File: src/rtl/dht11_poll_scheduler_pkg.sv
// Shared DHT11 definitions: scheduler state encoding, sample layout and default 50 MHz timing.
package dht11_poll_scheduler_pkg;

    typedef enum logic [1:0] {
        ST_IDLE    = 2'd0,
        ST_HOLDOFF = 2'd1,
        ST_START   = 2'd2,
        ST_WAIT    = 2'd3
    } state_t;

    typedef struct packed {
        logic [7:0] hum;
        logic [7:0] temp;
    } sample_t;

    // Defaults at 50 MHz; START_LOW_CYC is the reader's 18 ms host start-low time.
    localparam int unsigned START_LOW_CYC   = 900_000;
    localparam int unsigned TIMEOUT_CYC_DEF = 1_500_000;
    localparam int unsigned MIN_GAP_CYC_DEF = 50_000_000;
    localparam int unsigned PERIOD_CYC_DEF  = 100_000_000;
    localparam int unsigned MAX_RETRY_DEF   = 3;

    function automatic logic [7:0] sat_inc8(input logic [7:0] v);
        return (v == 8'hFF) ? v : v + 8'd1;
    endfunction

endpackage

File: src/rtl/dht11_poll_scheduler_if.sv
// Scheduler <-> reader datapath link: start/abort pulses out, done/result back.
interface dht11_poll_scheduler_if;
    logic       rd_start;
    logic       rd_abort;
    logic       rd_done;
    logic       rd_ok;
    logic [7:0] rd_hum;
    logic [7:0] rd_temp;

    modport master (output rd_start, rd_abort, input rd_done, rd_ok, rd_hum, rd_temp);
    modport slave  (input rd_start, rd_abort, output rd_done, rd_ok, rd_hum, rd_temp);
endinterface

File: src/rtl/dht11_poll_scheduler_period_timer.sv
// Free-running 0..PERIOD_CYC-1 counter; tick is high in the wrap cycle, held at 0 while disabled.
module dht11_poll_scheduler_period_timer #(
    parameter int unsigned PERIOD_CYC = 100_000_000
) (
    input  logic clk,
    input  logic reset,
    input  logic en,
    output logic tick
);
    localparam int W = $clog2(PERIOD_CYC) + 1;

    logic [W-1:0] cnt;
    logic         at_end;

    assign at_end = (cnt == W'(PERIOD_CYC - 1));
    assign tick   = en && at_end;

    always_ff @(posedge clk or posedge reset) begin
        if (reset) begin
            cnt <= '0;
        end else if (!en || at_end) begin
            cnt <= '0;
        end else begin
            cnt <= cnt + 1'b1;
        end
    end
endmodule

File: src/rtl/dht11_poll_scheduler.sv
// DHT11 read sequencer: triggers (periodic/on-demand), inter-read gap, per-attempt timeout,
// retries, and the last good humidity/temperature pair. Trigger->rd_start 2 cycles when gap met.
module dht11_poll_scheduler
    import dht11_poll_scheduler_pkg::*;
#(
    parameter int unsigned PERIOD_CYC  = PERIOD_CYC_DEF,
    parameter int unsigned MIN_GAP_CYC = MIN_GAP_CYC_DEF,
    parameter int unsigned TIMEOUT_CYC = TIMEOUT_CYC_DEF,
    parameter int unsigned MAX_RETRY   = MAX_RETRY_DEF
) (
    input  logic                   clk,
    input  logic                   reset,
    input  logic                   auto_en,
    input  logic                   req,
    dht11_poll_scheduler_if.master rd,
    output logic [7:0]             humidity,
    output logic [7:0]             temperature,
    output logic                   sample_valid,
    output logic                   done,
    output logic                   error,
    output logic                   busy,
    output logic [7:0]             fail_count
);
    localparam int GW = $clog2(MIN_GAP_CYC) + 1;
    localparam int TW = $clog2(TIMEOUT_CYC) + 1;
    localparam int RW = $clog2(MAX_RETRY) + 1;

    state_t        state;
    logic          pending;
    logic [GW-1:0] gap;
    logic [TW-1:0] tcnt;
    logic [RW-1:0] retry;
    sample_t       sample_q;
    logic          tick;
    logic          trig;
    logic          gap_met;
    logic          timeout;
    logic          attempt_end;

    dht11_poll_scheduler_period_timer #(.PERIOD_CYC(PERIOD_CYC)) u_period_timer (
        .clk   (clk),
        .reset (reset),
        .en    (auto_en),
        .tick  (tick)
    );

    assign trig        = tick || req;
    // START is entered on the edge that brings the gap count to MIN_GAP_CYC.
    assign gap_met     = (gap >= GW'(MIN_GAP_CYC - 1));
    assign timeout     = (state == ST_WAIT) && (tcnt == TW'(TIMEOUT_CYC - 1));
    assign attempt_end = (state == ST_WAIT) && (rd.rd_done || timeout);

    assign humidity    = sample_q.hum;
    assign temperature = sample_q.temp;

    always_ff @(posedge clk or posedge reset) begin
        if (reset) begin
            gap <= '0;
        end else if (attempt_end) begin
            gap <= '0;
        end else if (gap != GW'(MIN_GAP_CYC)) begin
            gap <= gap + 1'b1;
        end
    end

    always_ff @(posedge clk or posedge reset) begin
        if (reset) begin
            state        <= ST_IDLE;
            pending      <= 1'b0;
            tcnt         <= '0;
            retry        <= '0;
            sample_q     <= '0;
            sample_valid <= 1'b0;
            error        <= 1'b0;
            done         <= 1'b0;
            busy         <= 1'b0;
            fail_count   <= 8'd0;
            rd.rd_start  <= 1'b0;
            rd.rd_abort  <= 1'b0;
        end else begin
            rd.rd_start <= 1'b0;
            rd.rd_abort <= 1'b0;
            done        <= 1'b0;
            case (state)
                // Triggers arriving while busy are absorbed by the transaction in flight.
                ST_IDLE: begin
                    if (trig || pending) begin
                        pending <= 1'b1;
                        busy    <= 1'b1;
                        state   <= ST_HOLDOFF;
                    end
                end
                ST_HOLDOFF: begin
                    if (gap_met) begin
                        pending     <= 1'b0;
                        rd.rd_start <= 1'b1;
                        state       <= ST_START;
                    end
                end
                ST_START: begin
                    // tcnt counts cycles elapsed since the rd_start cycle.
                    tcnt  <= TW'(1);
                    state <= ST_WAIT;
                end
                ST_WAIT: begin
                    tcnt <= tcnt + 1'b1;
                    if (rd.rd_done && rd.rd_ok) begin
                        sample_q     <= '{hum: rd.rd_hum, temp: rd.rd_temp};
                        sample_valid <= 1'b1;
                        error        <= 1'b0;
                        done         <= 1'b1;
                        retry        <= '0;
                        busy         <= 1'b0;
                        state        <= ST_IDLE;
                    end else if (rd.rd_done || timeout) begin
                        rd.rd_abort <= !rd.rd_done;
                        fail_count  <= sat_inc8(fail_count);
                        if (retry < RW'(MAX_RETRY)) begin
                            retry <= retry + 1'b1;
                            state <= ST_HOLDOFF;
                        end else begin
                            error <= 1'b1;
                            done  <= 1'b1;
                            retry <= '0;
                            busy  <= 1'b0;
                            state <= ST_IDLE;
                        end
                    end
                end
                default: state <= ST_IDLE;
            endcase
        end
    end
endmodule

File: src/flat_wrapper.sv
// flat-port wrapper written by rule: the top's interface ports become plain ports
module dht11_poll_scheduler_flat import dht11_poll_scheduler_pkg::*;
#(
    parameter int unsigned PERIOD_CYC  = PERIOD_CYC_DEF,
    parameter int unsigned MIN_GAP_CYC = MIN_GAP_CYC_DEF,
    parameter int unsigned TIMEOUT_CYC = TIMEOUT_CYC_DEF,
    parameter int unsigned MAX_RETRY   = MAX_RETRY_DEF
)
  (clk, reset, auto_en, req, humidity, temperature, sample_valid, done, error, busy, fail_count, rd_rd_start, rd_rd_abort, rd_rd_done, rd_rd_ok, rd_rd_hum, rd_rd_temp);
  dht11_poll_scheduler_if rd_i ();
  input  logic clk;
  input  logic reset;
  input  logic auto_en;
  input  logic req;
  output logic [7:0] humidity;
  output logic [7:0] temperature;
  output logic sample_valid;
  output logic done;
  output logic error;
  output logic busy;
  output logic [7:0] fail_count;
  output wire logic [$bits(rd_i.rd_start)-1:0] rd_rd_start;
  output wire logic [$bits(rd_i.rd_abort)-1:0] rd_rd_abort;
  input wire logic [$bits(rd_i.rd_done)-1:0] rd_rd_done;
  input wire logic [$bits(rd_i.rd_ok)-1:0] rd_rd_ok;
  input wire logic [$bits(rd_i.rd_hum)-1:0] rd_rd_hum;
  input wire logic [$bits(rd_i.rd_temp)-1:0] rd_rd_temp;
  assign rd_rd_start = rd_i.rd_start;
  assign rd_rd_abort = rd_i.rd_abort;
  assign rd_i.rd_done = rd_rd_done;
  assign rd_i.rd_ok = rd_rd_ok;
  assign rd_i.rd_hum = rd_rd_hum;
  assign rd_i.rd_temp = rd_rd_temp;
  dht11_poll_scheduler #(.PERIOD_CYC(PERIOD_CYC), .MIN_GAP_CYC(MIN_GAP_CYC), .TIMEOUT_CYC(TIMEOUT_CYC), .MAX_RETRY(MAX_RETRY)) u_core (.clk(clk), .reset(reset), .auto_en(auto_en), .req(req), .rd(rd_i), .humidity(humidity), .temperature(temperature), .sample_valid(sample_valid), .done(done), .error(error), .busy(busy), .fail_count(fail_count));
endmodule
File: config.mk
export PLATFORM = sky130hd
export DESIGN_NAME = dht11_poll_scheduler_flat
export DESIGN_NICKNAME = d
export VERILOG_FILES = /design/src/rtl/dht11_poll_scheduler_pkg.sv /design/src/rtl/dht11_poll_scheduler_if.sv /design/src/rtl/dht11_poll_scheduler_period_timer.sv /design/src/rtl/dht11_poll_scheduler.sv /design/src/flat_wrapper.sv
export SDC_FILE = /design/constraint.sdc
export NUM_CORES = 1
export LEC_CHECK = 0
export ABC_AREA = 1
export CORE_MARGIN = 2
export CORE_UTILIZATION = 45
export DETAILED_ROUTE_END_ITERATION = 12
export GPL_TIMING_DRIVEN = 0
export PLACE_DENSITY = 0.66
export SKIP_CTS_REPAIR_TIMING = 1
export SYNTH_ARGS = -nofsm -noshare
export SYNTH_HDL_FRONTEND = slang
export SYNTH_SLANG_ARGS = --single-unit
File: constraint.sdc
create_clock -name clk -period 5.6 [get_ports clk]
set_clock_uncertainty 0.15 [all_clocks]
set_input_delay 1.12 -clock clk [delete_from_list [all_inputs] [get_ports clk]]
set_output_delay 1.12 -clock clk [all_outputs]
set_load 0.05 [all_outputs]
---- Word level (Yosys, flattened, before mapping) ----
Index checks and enable logic that the tools add are counted.
storage, ports and cells
  flip-flop bits (word level) ............. 113
  bits of input ports ..................... 22
  word-level logic and storage cells ...... 91
cells by class
  add/sub/neg operators ................... 5
  $lt $le $gt $ge ......................... 2
  equality and inequality tests ........... 12
  muxes and demuxes ....................... 32
  bitwise operators ....................... 2
  reductions and logical operators ........ 23
operators with widths
  cell                     count
  $mux W27                 2
  $pmux W22 S2             1
  $add A28 B1 Y28 const B  1
  $eq A28 B27 Y1 const B   1
  $mux W28                 1
  $add A27 B1 Y27 const B  1
  $ge A27 B26 Y1 const B   1
  $ne A27 B26 Y1 const B   1
  $add A22 B1 Y22 const B  1
  $eq A22 B21 Y1 const B   1
  $mux W1                  18
  $reduce_bool A2 Y1       5
  $mux W3                  3
  $reduce_and A3 Y1        3
  $add A8 B1 Y8 const B    1
  $eq A8 B8 Y1 const B     1
  $mux W2                  4
  $pmux W2 S4              1
  $reduce_and A4 Y1        2
  $ne A2 B1 Y1 const B     3
  $ne A3 B3 Y1 const B     2
  $eq A2 B2 Y1 const B     2
  $logic_and A1 B1 Y1      4
  $logic_or A1 B1 Y1       4
  8 further kinds          12

---- Logic depth before layout (Yosys ltp) ----
Gate-level depths: netlist of the first run.
  word-level depth ........................ 6
  mapped depth ............................ 12
  depth with buffers taken out ............ 12

---- Cells and area by module ----
From an unflattened synthesis of the first run, not the netlist that was laid out.
unflattened totals
  cell total of the unflattened synthesis .. 825
  area total of the unflattened synthesis .. 6,336.1 um^2
modules (own cells, without submodules)
  module                             times used  cells an instance  area each (um^2)
  dht11_poll_scheduler               1           561                4,531.8
  dht11_poll_scheduler_period_timer  1           264                1,804.2

---- Least setup slack after synthesis of the first run ----
Ideal clock, no wire load.
  path type ............................... in2reg
  start point ............................. in rd_rd_done
  end point ............................... reg u_core.sample_q (netlist bit u_core.humidity[0])
  arrival ................................. 2,061 ps
  slack ................................... 3,264 ps
  stages .................................. 5
  path through ............................ nand2_1 -> inv_1 -> nand2_1 -> buf_2 -> mux2_2
on the way
  longest elaborated chain between the ends .. 2
RTL lines
  what                                line                         text
  start: declaration                  flat_wrapper.sv:24           input wire logic [$bits(rd_i.rd_done)-1:0] rd_rd_done;
  $logic_and A1 B1 Y1                 dht11_poll_scheduler.sv:107  if (rd.rd_done && rd.rd_ok) begin
  $reduce_and A2 Y1 (no source line)  --
  end signal: assignment              dht11_poll_scheduler.sv:108  sample_q <= '{hum: rd.rd_hum, temp: rd.rd_temp};
  end: declaration                    dht11_poll_scheduler.sv:33   sample_t sample_q;
No other way between the ends.
A chain may end at the register's enable or synchronous reset.

---- Final worst setup path of the first run ----
  start point ............................. reg u_core.fail_count[6]
  end point ............................... out fail_count[6]
RTL lines
  what                      line                         text
  start: declaration        dht11_poll_scheduler.sv:22   output logic [7:0] fail_count
  start signal: assignment  dht11_poll_scheduler.sv:117  fail_count <= sat_inc8(fail_count);
  end: declaration          flat_wrapper.sv:21           output logic [7:0] fail_count;
No word-level cell between the ends.

==> results by group, run 1 <==
Global routing
  – Wire length of the first global-routing pass: approximately 23 mm
  – Global-route usage over all layers: 20.08%
  – Total gr overflow: 0
  – Number of antenna violations at the first check in global routing: 0
  – Largest net degree at the start of global routing: 73
  – Via count of the first global-routing pass: 5098

Logic synthesis
  – Synthesized area per cell: just over 8 um^2
  – Combined area of all synthesized cells: between 0.006 and 0.007 mm^2
  – Async set-reset flop share out of synthesis: 100.0%
  – Net count of the mapped netlist: roughly 770
  – Post-synth top flop: sky130_fd_sc_hd__dfrtp_1
  – Number of distinct library cell variants in the gate-level netlist after synthesis: 40
  – Yosys Warn Count: 0
  – Flip-flop and latch count after synthesis: 113
  – Synthesized instance count: 739
  – Count of flip-flops with a built-in enable after synthesis: 0
  – Sequential share of the synthesized area: between 40% and 50%

Power
  – Proportion of power drawn by the clock network: 37.4%
  – Share of total power in combinational logic: 30.2%
  – Switching power of the nets: 0.001117 W
  – Fraction of power consumed by sequential logic: 32.4%
  – Pint: around 0.0022 W
  – Leak pwr: 3.310 nW
  – Net Sw Frac: around 34%
  – Pwr Density: 441.5 mW/mm^2
  – Worst vdd rail ir drop: 0.0003194 V

Setup path
  – Element type at the critical path start: flop
  – Kind of critical path: flop to output pin
  – Worst stage delay on the critical path: around 840 ps
  – Type of destination of the critical path: output pin
  – Critical path buffers and inverters: 1
  – Crit path required time: 4330 ps
  – Cells traversed along the worst timing path: clkdlybuf4s50_1
  – Worst Path Max Fanout: 5
  – Worst endpoint data arrival time: 1670 ps
  – Cell type of the slowest stage on the worst timing path: sky130_fd_sc_hd__clkdlybuf4s50_1
  – Dominant delay contributor by cell family on the critical path: buffers and inverters

Clocking
  – Clock input transition at the sequential cells of the worst setup and hold paths: 50 ps
  – Number of buffers created by CTS: 17
  – Clk_lat worst skew: 410 ps
  – Cell chosen for the clock root: sky130_fd_sc_hd__clkbuf_16
  – CTS max path bufs: 2
  – CTS H-Tree Depth: 4
  – Number of sinks on the clock net: 113
  – CTS tree: yes

Floorplan
  – Die height: 119.7 um
  – Die ar.: 0.01432 mm^2
  – Number of ports placed on the die boundary: 52
  – Initial Util: roughly 46%
  – DIE WIDTH: approximately 120 um
  – Core area: between 0.01 and 0.015 mm^2
  – Core Rows: 42

STA
  – Count of pins over their slew limit: 0
  – Final number of hold-violating endpoints: 0
  – Setup violations, final: 0
  – Peak Freq: ~0.34 GHz
  – Fraction of the cycle the final worst path needs: 52.58%
  – Rel. slew slack: 64.33%
  – Unrepaired setup endpoints after global routing: false
  – Post-route minimum period: 2944 ps
  – Worst Tran Pin Value: ~530 ps

Placed design
  – Placed Instance Area: slightly below 0.007 mm^2
  – HPWL after DPL: 9.368 mm
  – I/O Buffers: 51
  – RD Place Congestion: 0.8640
  – Placed cell count: 967

Min path
  – Class of the worst hold path: flop to flop

Route
  – Iter 0 DRT Violations: roughly 340
  – Per-cell routed wire length: around 13 um
  – Antenna Violating Nets Remaining: 0
  – Drc violations: 0
  – Total wire length: 13.22 mm
  – Length of the first detailed-routing pass in iterations: 6
  – Vias per cell: 5.080
  – Detailed-route via count: between 5000 and 6000

Cells and area
  – Area growth, synth to finish: 23.84%
  – Count of antenna diodes in the layout: 0
  – Final cell area excluding filler cells: 0.007455 mm^2
  – Fraction of layout instances using a drive strength above 1: around a tenth
  – Number of nets in the final layout: 842
  – Number of fill cells in the layout: 1223
  – Non-Filler Instances: 998

Job
  – Number of max-capacitance violations reported: 0

Run status
  – Outcome: complete, no violations
## final timing paths
path                                                   start             endpoint  slack, ps  cells after the start
worst max-delay path                    u_core.fail_count[6]        fail_count[6]       2660                      1
worst min-delay path                     u_core.sample_valid  u_core.sample_valid        310                      2
worst max register to register  u_core.u_period_timer.cnt[0]      u_core.state[0]       3510                     12
min in group asynchronous                              reset   u_core.humidity[2]        980                      2
max in group asynchronous                              reset      u_core.tcnt[11]       3590                      3
worst min register to register           u_core.sample_valid  u_core.sample_valid        310                      2
## power by group through the flow
stage	clock, W	combinational (W)	sequential [W]
floorplan	0	0.000404	0.00136
global placement	0	0.000973	0.00107
detailed placement	0	0.000998	0.00108
CTS	0.00126	0.00101	0.00106
global route	0.00130	0.00109	0.00109
finish	0.00123	0.000994	0.00107
## area by class of cell
type | count | area (um^2) | share of cell area, %
Timing Repair Buffer | 52 | 538.0 | 7.217
Tap cell | 176 | 220.2 | 2.954
Inverter | 93 | 351.6 | 4.716
Multi-Input combinational cell | 523 | 2758 | 36.99
Sequential cell | 113 | 2828 | 37.93
Clock inverter | 11 | 207.7 | 2.786
Clock buffer | 20 | 466.7 | 6.260
Buffer | 10 | 85.08 | 1.141
## metal layers
metal	wire length (um)	global-route usage, %	part of all wire (%)
met4	220	7.132	1.7
met2	6238	32.71	47
met3	547	5.798	4.1
met5	0	0	0
met1	6215	25.60	47
## cells by family (layout without fill, tap and decap cells)
group / count (synthesis) / after routing / share of synthesized area [%]
compound gates: 73 / 73 / 6.880
xor+xnor: 28 / 28 / 4.074
fa+ha+maj: 10 / 10 / 2.079
buf+inv: 103 / 186 / 7.212
flops: 113 / 113 / 46.98
mux: 18 / 18 / 3.326
simple gates: 394 / 394 / 29.45
## registers in the layout (all words and copies together) (netlist names)
name,flops
u_core.fail_count,8
u_core.rd.rd_start,1
u_core.pending,1
u_core.busy,1
u_core.retry,3
u_core.error,1
u_core.rd.rd_abort,1
u_core.done,1
u_core.sample_valid,1
u_core.humidity,8
u_core.temperature,8
u_core.state,2
u_core.u_period_timer.cnt,28
u_core.tcnt,22
u_core.gap,27
## Yosys cell counts, types with 4 or more instances
cell	n	area share, %
sky130_fd_sc_hd__xnor2_1	11	1.6
sky130_fd_sc_hd__xor2_1	17	2.5
sky130_fd_sc_hd__o21ai_0	23	1.9
sky130_fd_sc_hd__nand3_2	4	0.67
sky130_fd_sc_hd__a21oi_1	33	2.7
sky130_fd_sc_hd__inv_1	90	5.6
sky130_fd_sc_hd__nor2_2	4	0.42
sky130_fd_sc_hd__mux2_2	16	3.0
sky130_fd_sc_hd__dfrtp_1	113	47
sky130_fd_sc_hd__nand4_1	21	2.2
sky130_fd_sc_hd__nor3b_1	5	0.62
sky130_fd_sc_hd__nand3_1	52	4.3
sky130_fd_sc_hd__nand2_1	150	9.4
sky130_fd_sc_hd__nor2_1	104	6.5
sky130_fd_sc_hd__ha_1	10	2.1
sky130_fd_sc_hd__nand2_2	6	0.62
sky130_fd_sc_hd__nor3_1	34	2.8
## per-stage QoR
step	TNS (ps)	hold slack [ps]	util [%]	worst slack, ps	total power (W)
final	0	313.2	56.74	2656	0.003291
after CTS	0	319.5	56.74	2629	0.003330
after floorplan	0	293.3	-	1343	0.001763
after global placement	-36670	300.2	51.38	-333.2	0.002041
after detailed placement	0	305.5	51.61	2518	0.002073
after global routing	0	360.7	56.74	2586	0.003470
## layout by cell type (no fill, tap or decap), types with 17 or more instances in the layout
master,synthesis,routed
sky130_fd_sc_hd__nor3_1,34,34
sky130_fd_sc_hd__nor2_1,104,104
sky130_fd_sc_hd__dfrtp_1,113,113
sky130_fd_sc_hd__xor2_1,17,17
sky130_fd_sc_hd__nand2_1,150,150
sky130_fd_sc_hd__a21oi_1,33,33
sky130_fd_sc_hd__clkdlybuf4s50_1,0,51
sky130_fd_sc_hd__inv_1,90,89
sky130_fd_sc_hd__o21ai_0,23,23
sky130_fd_sc_hd__nand3_1,52,52
sky130_fd_sc_hd__nand4_1,21,21
sky130_fd_sc_hd__clkbuf_16,0,17
Power figures use the tool's default switching activity.
==> run 2: changes to the inputs <==
--- a/config.mk
+++ b/config.mk
@@ -10,7 +10,7 @@
 export CORE_UTILIZATION = 45
 export DETAILED_ROUTE_END_ITERATION = 12
 export GPL_TIMING_DRIVEN = 0
-export PLACE_DENSITY = 0.66
+export PLACE_DENSITY = 0.68
 export SKIP_CTS_REPAIR_TIMING = 1
 export SYNTH_ARGS = -nofsm -noshare
 export SYNTH_HDL_FRONTEND = slang
==> constraint.sdc (replaced) <==
create_clock -name clk -period 2.7 [get_ports clk]
set_clock_uncertainty 0.15 [all_clocks]
set_input_delay 0.54 -clock clk [delete_from_list [all_inputs] [get_ports clk]]
set_output_delay 0.54 -clock clk [all_outputs]
set_load 0.05 [all_outputs]
==> run 2 against run 1 <==
Against the previous run: hold slack better by 5.7 ps; register-to-register slack worse by 2900 ps; routed wire length up 1.0%; sequential power up 110%; clock-buffer cell count up 2; final cell count up 0.20%; sequential cell count unchanged; design area down 0.60%; largest cell class unchanged; non-clock buffer count up 1; critical path depth unchanged; first-iteration DRC count up 0.30%.
==> results by group, run 2 (synthesis gave the netlist of run 1 again) <==
Run status
  – Outcome: complete, no violations (unchanged)

Setup path
  – Cells traversed along the worst timing path: clkdlybuf4s50_1 (unchanged)
  – Crit path required time: 2010 ps (was 4330 ps)
  – Worst endpoint data arrival time: 1680 ps (was 1670 ps)
  – Worst Path Max Fanout: 5 (unchanged)
  – Source of the worst register-to-register timing path: u_core.u_period_timer.cnt[0] (unchanged)
  – Number of cell instances on the worst register-to-register path: 12 (unchanged)
  – Cell type of the slowest stage on the worst timing path: sky130_fd_sc_hd__clkdlybuf4s50_1 (unchanged)
  – R2R setup slack: 580 ps (was 3510 ps)
  – Worst stage delay on the critical path: 840 ps (about the same)
  – Type of destination of the critical path: output pin (unchanged)
  – Dominant delay contributor by cell family on the critical path: buffers and inverters (unchanged)
  – End of the worst register-to-register path: u_core.state[1] (was u_core.state[0])
  – Kind of critical path: flop to output pin (unchanged)
  – Critical path buffers and inverters: 1 (unchanged)
  – Element type at the critical path start: flop (unchanged)

Global routing
  – Number of antenna violations at the first check in global routing: 0 (unchanged)
  – Wire length of the first global-routing pass: 22.78 mm (was 23.09 mm)
  – Global-route usage over all layers: 19.82% (was 20.08%)
  – Largest net degree at the start of global routing: 44 (was 73)
  – Total gr overflow: 0 (unchanged)
  – Via count of the first global-routing pass: 4936 (was 5098)

Floorplan
  – DIE WIDTH: 119.7 um (unchanged)
  – Die height: 119.7 um (unchanged)
  – Core Rows: 42 (unchanged)
  – Initial Util: 45.82% (unchanged)
  – Core area: 0.01314 mm^2 (unchanged)
  – Die ar.: 0.01432 mm^2 (unchanged)
  – Number of ports placed on the die boundary: 52 (unchanged)

STA
  – Setup violations, final: 0 (unchanged)
  – Worst Tran Pin Value: 787.6 ps (was 533.4 ps)
  – Fraction of the cycle the final worst path needs: 87.70%
  – Unrepaired setup endpoints after global routing: false (unchanged)
  – Count of pins over their slew limit: 0 (unchanged)
  – Peak Freq: 0.4223 GHz
  – Post-route minimum period: ~2400 ps
  – Rel. slew slack: 47.38% (was 64.33%)
  – Final number of hold-violating endpoints: 0 (unchanged)

Placed design
  – HPWL after DPL: 9.761 mm (was 9.368 mm)
  – I/O Buffers: 51 (unchanged)
  – Placed Instance Area: 0.006794 mm^2 (was 0.006780 mm^2)
  – RD Place Congestion: 0.9540 (was 0.8640)

Min path
  – Class of the worst hold path: flop to flop (unchanged)
  – Min-Delay Startpoint: u_core.sample_valid (unchanged)
  – Hold endpoint: u_core.sample_valid (unchanged)
  – Number of cells traversed by the worst hold path: 2 (unchanged)

Route
  – Per-cell routed wire length: 13.36 um (was 13.25 um)
  – Antenna Violating Nets Remaining: 0 (unchanged)
  – Detailed-route via count: 5152 (was 5070)
  – Length of the first detailed-routing pass in iterations: 5 (was 6)
  – Vias per cell: 5.152 (was 5.080)
  – Iter 0 DRT Violations: 336 (was 335)
  – Drc violations: 0 (unchanged)
  – Total wire length: 13.36 mm (was 13.22 mm)

Clocking
  – CTS H-Tree Depth: 4 (unchanged)
  – CTS max path bufs: 2 (unchanged)
  – CTS tree: yes (unchanged)
  – Clk_lat worst skew: 410 ps (about the same)
  – Cell chosen for the clock root: sky130_fd_sc_hd__clkbuf_16 (unchanged)
  – Number of sinks on the clock net: 113 (unchanged)
  – Number of buffers created by CTS: 17 (unchanged)
  – Clock input transition at the sequential cells of the worst setup and hold paths: 50 ps (about the same)

Cells and area
  – Number of fill cells in the layout: 1205 (was 1223)
  – Registers with the most flip-flops: u_core.u_period_timer.cnt: 28 flops, u_core.gap: 27 flops, u_core.tcnt: 22 flops (unchanged)
  – Count of antenna diodes in the layout: 0 (unchanged)
  – Combined area of the multi-input logic cells: 0.002758 mm^2 (unchanged)
  – Number of nets in the final layout: 843 (was 842)
  – Storage cell area: 0.002828 mm^2 (unchanged)
  – Most common cell after layout, fill and taps aside: sky130_fd_sc_hd__nand2_1 (unchanged)
  – Fraction of layout instances using a drive strength above 1: 10.19% (was 10.10%)
  – Max reg flops: 28 (unchanged)
  – Register with the highest flop count: u_core.u_period_timer.cnt (unchanged)
  – Area growth, synth to finish: 23.09% (was 23.84%)
  – Final cell area excluding filler cells: 0.007410 mm^2 (was 0.007455 mm^2)
  – Post-layout util: 56.40% (was 56.74%)
  – Top library cells by usage in the layout, fill and taps aside: 150 x sky130_fd_sc_hd__nand2_1, 113 x sky130_fd_sc_hd__dfrtp_1, 104 x sky130_fd_sc_hd__nor2_1, 89 x sky130_fd_sc_hd__inv_1, 52 x sky130_fd_sc_hd__nand3_1 (unchanged)

Power
  – Worst vdd rail ir drop: 0.0006992 V (was 0.0003194 V)
  – Pwr Density: 889.4 mW/mm^2 (was 441.5 mW/mm^2)
  – Final Power: 0.006590 W (was 0.003291 W)
  – Leak pwr: 3.286 nW (was 3.310 nW)

Job
  – Number of max-capacitance violations reported: 0 (unchanged)
-- run 2: how the worst max path moves through the flow --
stage | endpoint | slack, ps | start | depth (start not counted)
floorplan | u_core.busy | 640 | reset | 1
global placement | u_core.fail_count[3] | -460 | reset | 2
detailed placement | u_core.humidity[0] | 170 | rd_rd_done | 6
CTS | fail_count[6] | 310 | u_core.fail_count[6] | 1
global route | fail_count[6] | 270 | u_core.fail_count[6] | 1
finish | fail_count[6] | 330 | u_core.fail_count[6] | 1
-- run 2: cell type report --
cell class,instances,area share (%)
multi-input combinational,523,37.22
tap,176,2.972
buffer,10,1.148
sequential,113,38.16
timing repair buffer,53,7.430
inverter,93,4.762
clock inverter,10,1.773
clock buffer,22,6.535
-- run 2: stage by stage --
step | setup slack, ps | TNS [ps] | hold slack (ps) | std cells
floorplan | 638.6 | 0 | 293.3 | 739
global placement | -457.1 | -50840 | 300.3 | 966
detailed placement | 174.6 | 0 | 312.3 | 968
CTS | 312.7 | 0 | 330.8 | 1000
global route | 273.5 | 0 | 353.8 | 1000
finish | 332.1 | 0 | 318.8 | 1000
-- run 2: report_power, final --
part | switching, W | internal, W
clock | 0.000770 | 0.00154
combinational | 0.00134 | 0.000733
sequential | 0.000224 | 0.00199
total | 0.00233 | 0.00426
-- run 2: routing by layer --
layer / vias to the layer above / global-route usage (%) / routed length [um] / part of all wire [%]
li1: 2544 / - / - / -
met2: 102 / 31.39 / 6323 / 47
met1: 2484 / 26.33 / 6219 / 47
met4: 0 / 6.618 / 214 / 1.6
met5: - / 0 / 0 / 0
met3: 22 / 5.561 / 603 / 4.5
